`src/rtl/frame_write_controller.sv`:
```
// Write side of the VGA frame buffer: aligns a valid/ready raster stream to
// start-of-frame and drives the frame RAM write port one cycle after acceptance.
module frame_write_controller #(
  parameter int H_PIXELS   = 640,
  parameter int V_LINES    = 480,
  parameter int ADDR_WIDTH = 20,
  parameter int DATA_WIDTH = 8
) (
  input  logic                  clock,
  input  logic                  reset,
  input  logic                  start,
  input  logic                  continuous,
  input  logic                  abort,
  input  logic                  pix_valid,
  input  logic                  pix_sof,
  input  logic [DATA_WIDTH-1:0] pix_data,
  output logic                  pix_ready,
  output logic                  wr_enable,
  output logic [ADDR_WIDTH-1:0] wr_address,
  output logic [DATA_WIDTH-1:0] wr_data,
  output logic                  busy,
  output logic                  frame_done,
  output logic [7:0]            frame_count,
  output logic                  sof_error
);

  typedef enum logic [1:0] {
    IDLE     = 2'd0,
    WAIT_SOF = 2'd1,
    WRITE    = 2'd2,
    DONE     = 2'd3
  } state_t;

  localparam logic [ADDR_WIDTH-1:0] LAST_INDEX = ADDR_WIDTH'(H_PIXELS * V_LINES - 1);

  state_t                  state_q, state_d;
  logic [ADDR_WIDTH-1:0]   index_q, index_d;
  logic                    wr_enable_q, wr_enable_d;
  logic [ADDR_WIDTH-1:0]   wr_address_q, wr_address_d;
  logic [DATA_WIDTH-1:0]   wr_data_q, wr_data_d;
  logic [7:0]              frame_count_q, frame_count_d;
  logic                    sof_error_q, sof_error_d;

  logic                    accept;
  logic                    do_write;
  logic [ADDR_WIDTH-1:0]   write_index;

  // Ready depends only on the registered state, so there is no input-to-output path.
  assign pix_ready  = (state_q == WAIT_SOF) || (state_q == WRITE);
  assign busy       = (state_q != IDLE);
  assign frame_done = (state_q == DONE);
  assign accept     = pix_valid & pix_ready;

  assign wr_enable   = wr_enable_q;
  assign wr_address  = wr_address_q;
  assign wr_data     = wr_data_q;
  assign frame_count = frame_count_q;
  assign sof_error   = sof_error_q;

  always_comb begin
    state_d       = state_q;
    index_d       = index_q;
    wr_enable_d   = 1'b0;
    wr_address_d  = wr_address_q;
    wr_data_d     = wr_data_q;
    frame_count_d = frame_count_q;
    sof_error_d   = sof_error_q;
    do_write      = 1'b0;
    // An SOF beat always restarts the frame at pixel 0, also inside WRITE.
    write_index   = pix_sof ? '0 : index_q;

    case (state_q)
      IDLE: begin
        if (start) begin
          state_d     = WAIT_SOF;
          sof_error_d = 1'b0;
        end
      end
      WAIT_SOF: begin
        do_write = accept & pix_sof;
      end
      WRITE: begin
        do_write = accept;
        if (accept && pix_sof) begin
          sof_error_d = 1'b1;
        end
      end
      DONE: begin
        state_d = continuous ? WAIT_SOF : IDLE;
      end
      default: begin
        state_d = IDLE;
      end
    endcase

    if (do_write) begin
      wr_enable_d  = 1'b1;
      wr_address_d = write_index;
      wr_data_d    = pix_data;
      if (write_index == LAST_INDEX) begin
        state_d       = DONE;
        index_d       = '0;
        frame_count_d = frame_count_q + 8'd1;
      end else begin
        state_d = WRITE;
        index_d = write_index + ADDR_WIDTH'(1);
      end
    end

    // Abort overrides start, acceptance and frame completion alike.
    if (abort) begin
      state_d       = IDLE;
      index_d       = '0;
      wr_enable_d   = 1'b0;
      wr_address_d  = wr_address_q;
      wr_data_d     = wr_data_q;
      frame_count_d = frame_count_q;
      sof_error_d   = sof_error_q;
    end
  end

  always_ff @(posedge clock or negedge reset) begin
    if (!reset) begin
      state_q       <= IDLE;
      index_q       <= '0;
      wr_enable_q   <= 1'b0;
      wr_address_q  <= '0;
      wr_data_q     <= '0;
      frame_count_q <= 8'd0;
      sof_error_q   <= 1'b0;
    end else begin
      state_q       <= state_d;
      index_q       <= index_d;
      wr_enable_q   <= wr_enable_d;
      wr_address_q  <= wr_address_d;
      wr_data_q     <= wr_data_d;
      frame_count_q <= frame_count_d;
      sof_error_q   <= sof_error_d;
    end
  end

endmodule

```
`config.mk`:
```
export PLATFORM = sky130hd
export DESIGN_NAME = frame_write_controller
export DESIGN_NICKNAME = d
export VERILOG_FILES = /design/src/rtl/frame_write_controller.sv
export SDC_FILE = /design/constraint.sdc
export NUM_CORES = 1
export LEC_CHECK = 0
export CORE_MARGIN = 2
export CORE_UTILIZATION = 65
export CTS_BUF_LIST = sky130_fd_sc_hd__clkbuf_16
export CTS_CLUSTER_SIZE = 28
export DETAILED_ROUTE_END_ITERATION = 7
export DONT_BUFFER_PORTS = 1
export GPL_TIMING_DRIVEN = 0
export PLACE_DENSITY = 0.81
export SLEW_MARGIN = 0
export SYNTH_ARGS = -nofsm -noshare
export SYNTH_HDL_FRONTEND = slang
export SYNTH_SLANG_ARGS = --single-unit
```
`constraint.sdc`:
```
create_clock -name clock -period 5.98 [get_ports clock]
set_clock_uncertainty 0.1 [all_clocks]
set_input_delay 1.196 -clock clock [delete_from_list [all_inputs] [get_ports clock]]
set_output_delay 1.196 -clock clock [all_outputs]
set_load 0.02 [all_outputs]
```
==> flow_summary.toml <==
[place]
port_buffers = 0
place_congestion = 0.938
dp_hpwl_mm = 4.36
dpl.cell_count = 356
place_area_mm2 = 0.00296

[critical_path]
required_ns = 6.09
cpPeakStageDelay_ns = 0.52
worstPathCellList = "clkbuf_1 -> inv_2 -> clkbuf_1 -> nand2_1 -> inv_1 -> ha_1 -> nand3_1 -> or4_4 -> nor4_4 -> mux2_2"
cp_common_cell = "clkbuf_1"
start_kind = "input port"
worstPathMaxFanout = 10
endpoint_kind = "flip-flop"
crit_slowest_cell = "nor4_4"
worstSetupPathType = "in2reg"
cp_num_buf_inv = 4
crit_family = "simple AND/OR/NAND/NOR gates"
critPathArrivalTime_ns = 4.23

[synth]
synth_fa_ha_area_share_pct = 3.02
synthMuxAreaShare_pct = 1.56
synthXorXnorAreaFrac_pct = 2.42
synthCells = 304
postSynthAreaPerCell_um2 = 9.53
async_flop_share_pct = 100
ys_ff_latch = 60
ys_seq_area_share_pct = 51.8
yosysTopAreaCellShare_pct = 51.8
ys_top_cells_by_area = "dfrtp_1 (52%), nand2_1 (9.2%), o21ai_0 (4.8%)"
ys_warn_count = 0
syn_area_mm2 = 0.00290
ys.flop_type = "dfrtp_1"
syn_nets = 326
synth_edf_count = 0
synth_compound_area_share_pct = 13.9
yosys.area.top_type = "dfrtp_1"
post_synth_num_cell_types = 42
synth_top_family_by_area = "simple AND/OR/NAND/NOR gates"
synthSimpleGateAreaFrac_pct = 24.1

[detailed_routing]
vias_per_cell = 6.31
ant_nets = 0
wl_per_cell_um = 17.3
dr.pass1.iters = 6
post-route-drc-count = 0
drt_iter0_drc = 251
route.vias.total = 2342
finalWirelength_mm = 6.41

[global_route]
grt_usage_pct = 28.0
grt_overflow = 0
top_usage_layer = "met2"
grt_pass1_wl_mm = 10.9
grtUsageMet1_pct = 39.4
grt_max_degree = 61
globalRouteMet3Util_pct = 6.98
antenna_found_initial = 0
grt_pass1_vias = 2291
grt_util_met2_pct = 41.4

[clock_tree]
cts_resized = 0
cts_tree = "yes"
htree_levels = 3
numCtsBuffers = 9
cts.sinks = 60
holdBufCountCts = 0
clkLatencyLatePin_ns = 0.32
clk_pin_slew_ns = 0.05
cts_root_buf = "clkbuf_16"
post-cts-setup-buffers = 0
clockBufferDepth = 2

[timing]
slew_headroom_pct = 53.7
period_share_pct = 69.0
fmax_ghz = 0.242
rsz0062_at_grt = "false"
hold_viol_final = 0
worst_pin_slew_ns = 0.692
maxSlewViolCount = 0
setup_viol = 0
period_needed_ns = 4.13
final.setup.tns_ns = 0

[finish]
drive_gt1_share_pct = 8.15
area_delta_synth_final_pct = 12.0
fin_area_mm2 = 0.00324
multi_input_area_mm2 = 0.00130
fin_nets = 337
n_antenna_cell = 0
regArea_mm2 = 0.00150
nFillCells = 317
finalNonFillerCells = 371
fin_util_pct = 75.0

[floorplanning]
rows = 24
start_util_pct = 67.0
die_w_um = 70.8
die-area_mm2 = 0.00501
dieHeight_um = 70.8
num_io_pins = 56
coreArea_mm2 = 0.00432

[power]
clkPwrFrac_pct = 45.8
p_per_area_mw_per_mm2 = 325
swShare_pct = 26.1
intPower_uw = 779
cellLeakagePower_nw = 1.50
finalPower_mw = 1.05
peakVddDrop_v = 0.000167
netSwitchingPower_uw = 275
combPwrFrac_pct = 6.8
seqPwrFrac_pct = 47.4

[run_status]
status = "finished, final reports clean"

[job]
max_cap_violations = 0

[min_path]
hp-class = "reg2reg"
layout make-up:
class                      count  share of cell area (%)
inverter                      11                    1.27
tap                           52                    2.01
clock inverter                 6                    1.74
sequential                    60                    46.3
clock buffer                   9                    6.94
buffer                        13                    1.54
multi-input combinational    220                    40.2
Yosys cell counts, types with 3 or more instances:
master and count:
ha_1 7, mux2_2 4, a21oi_1 7, nor2b_1 6
nand4_1 8, a22o_1 3, and4b_1 3, o2bb2ai_1 3
nand3b_1 3, nand2_1 71, clkbuf_1 10, and2_1 4
o21a_1 3, o21ai_0 28, xnor2_1 6, nand2b_1 3
a32o_1 8, a31oi_1 3, and3_1 6, nand3_1 8
nor3_1 7, dfrtp_1 60, nor2_1 8, inv_1 9
cell families after synthesis:
| family | after synthesis |
|---|---|
| and+or+nand+nor | 139 |
| AOI/OAI and AO/OA | 62 |
| DFF | 60 |
| buffers and inverters | 24 |
| xor gates and xnor gates | 8 |
| adders and majority gates | 7 |
| muxes | 4 |
per-layer routing:
| metal | routed length [um] | vias to the layer above |
|---|---|---|
| met3 | 439 | 13 |
| met1 | 2910 | 1124 |
| met4 | 87 | 0 |
| li1 | - | 1092 |
| met5 | 0 | - |
| met2 | 2970 | 113 |
path summary, 6_finish.rpt:
path                                  from             end  slack [ns]  depth (start not counted)
worst min-delay path            index_q[9]      index_q[9]        0.40                          1
worst max register to register  state_q[0]     index_q[14]        2.96                         10
worst max-delay path               pix_sof  frame_count[1]        1.85                         10
max in group asynchronous            reset      index_q[1]        5.22                          0
worst min register to register  index_q[9]      index_q[9]        0.40                          1
min in group asynchronous            reset     index_q[19]        0.47                          0
power groups by stage:
stage          Clock, mW  Sequential [mW]  Combinational (mW)
2_1_floorplan          0            0.500              0.0575
4_1_cts            0.489            0.499              0.0718
6_report           0.483            0.499              0.0719
3_3_place_gp           0            0.505              0.0676
5_1_grt            0.508            0.502              0.0846
3_5_place_dp           0            0.506              0.0710
through the flow:
| stage | hold WS, ns | setup WS [ns] |
|---|---|---|
| final | 0.396 | 1.85 |
| after floorplan | 0.361 | 2.29 |
| after CTS | 0.395 | 1.89 |
| after global placement | 0.392 | 1.65 |
| after detailed placement | 0.389 | 1.60 |
| after global routing | 0.439 | 1.66 |
sequential cells by signal, summed over array words and instances, names as in the netlist:
register / flops
frame_count: 8
state_q: 2
wr_address: 20
index_q: 20
wr_enable: 1
sof_error: 1
wr_data: 8
cell usage in the layout, fill, tap and decap left out, types with 3 or more instances in the layout:
| master | synthesis | routed |
|---|---|---|
| a21oi_1 | 7 | 7 |
| a22o_1 | 3 | 3 |
| a31oi_1 | 3 | 3 |
| a32o_1 | 8 | 8 |
| and2_1 | 4 | 4 |
| and3_1 | 6 | 6 |
| and4b_1 | 3 | 3 |
| clkbuf_1 | 10 | 10 |
| clkbuf_16 | 0 | 9 |
| clkinv_2 | 0 | 3 |
| dfrtp_1 | 60 | 60 |
| ha_1 | 7 | 7 |
| inv_1 | 9 | 9 |
| mux2_2 | 4 | 4 |
| nand2_1 | 71 | 71 |
| nand2b_1 | 3 | 3 |
| nand3_1 | 8 | 8 |
| nand3b_1 | 3 | 3 |
| nand4_1 | 8 | 8 |
| nor2_1 | 8 | 8 |
| nor2b_1 | 6 | 6 |
| nor3_1 | 7 | 7 |
| o21a_1 | 3 | 3 |
| o21ai_0 | 28 | 28 |
| o2bb2ai_1 | 3 | 3 |
| xnor2_1 | 6 | 6 |
Note: power is estimated with default switching activity, not from simulation.
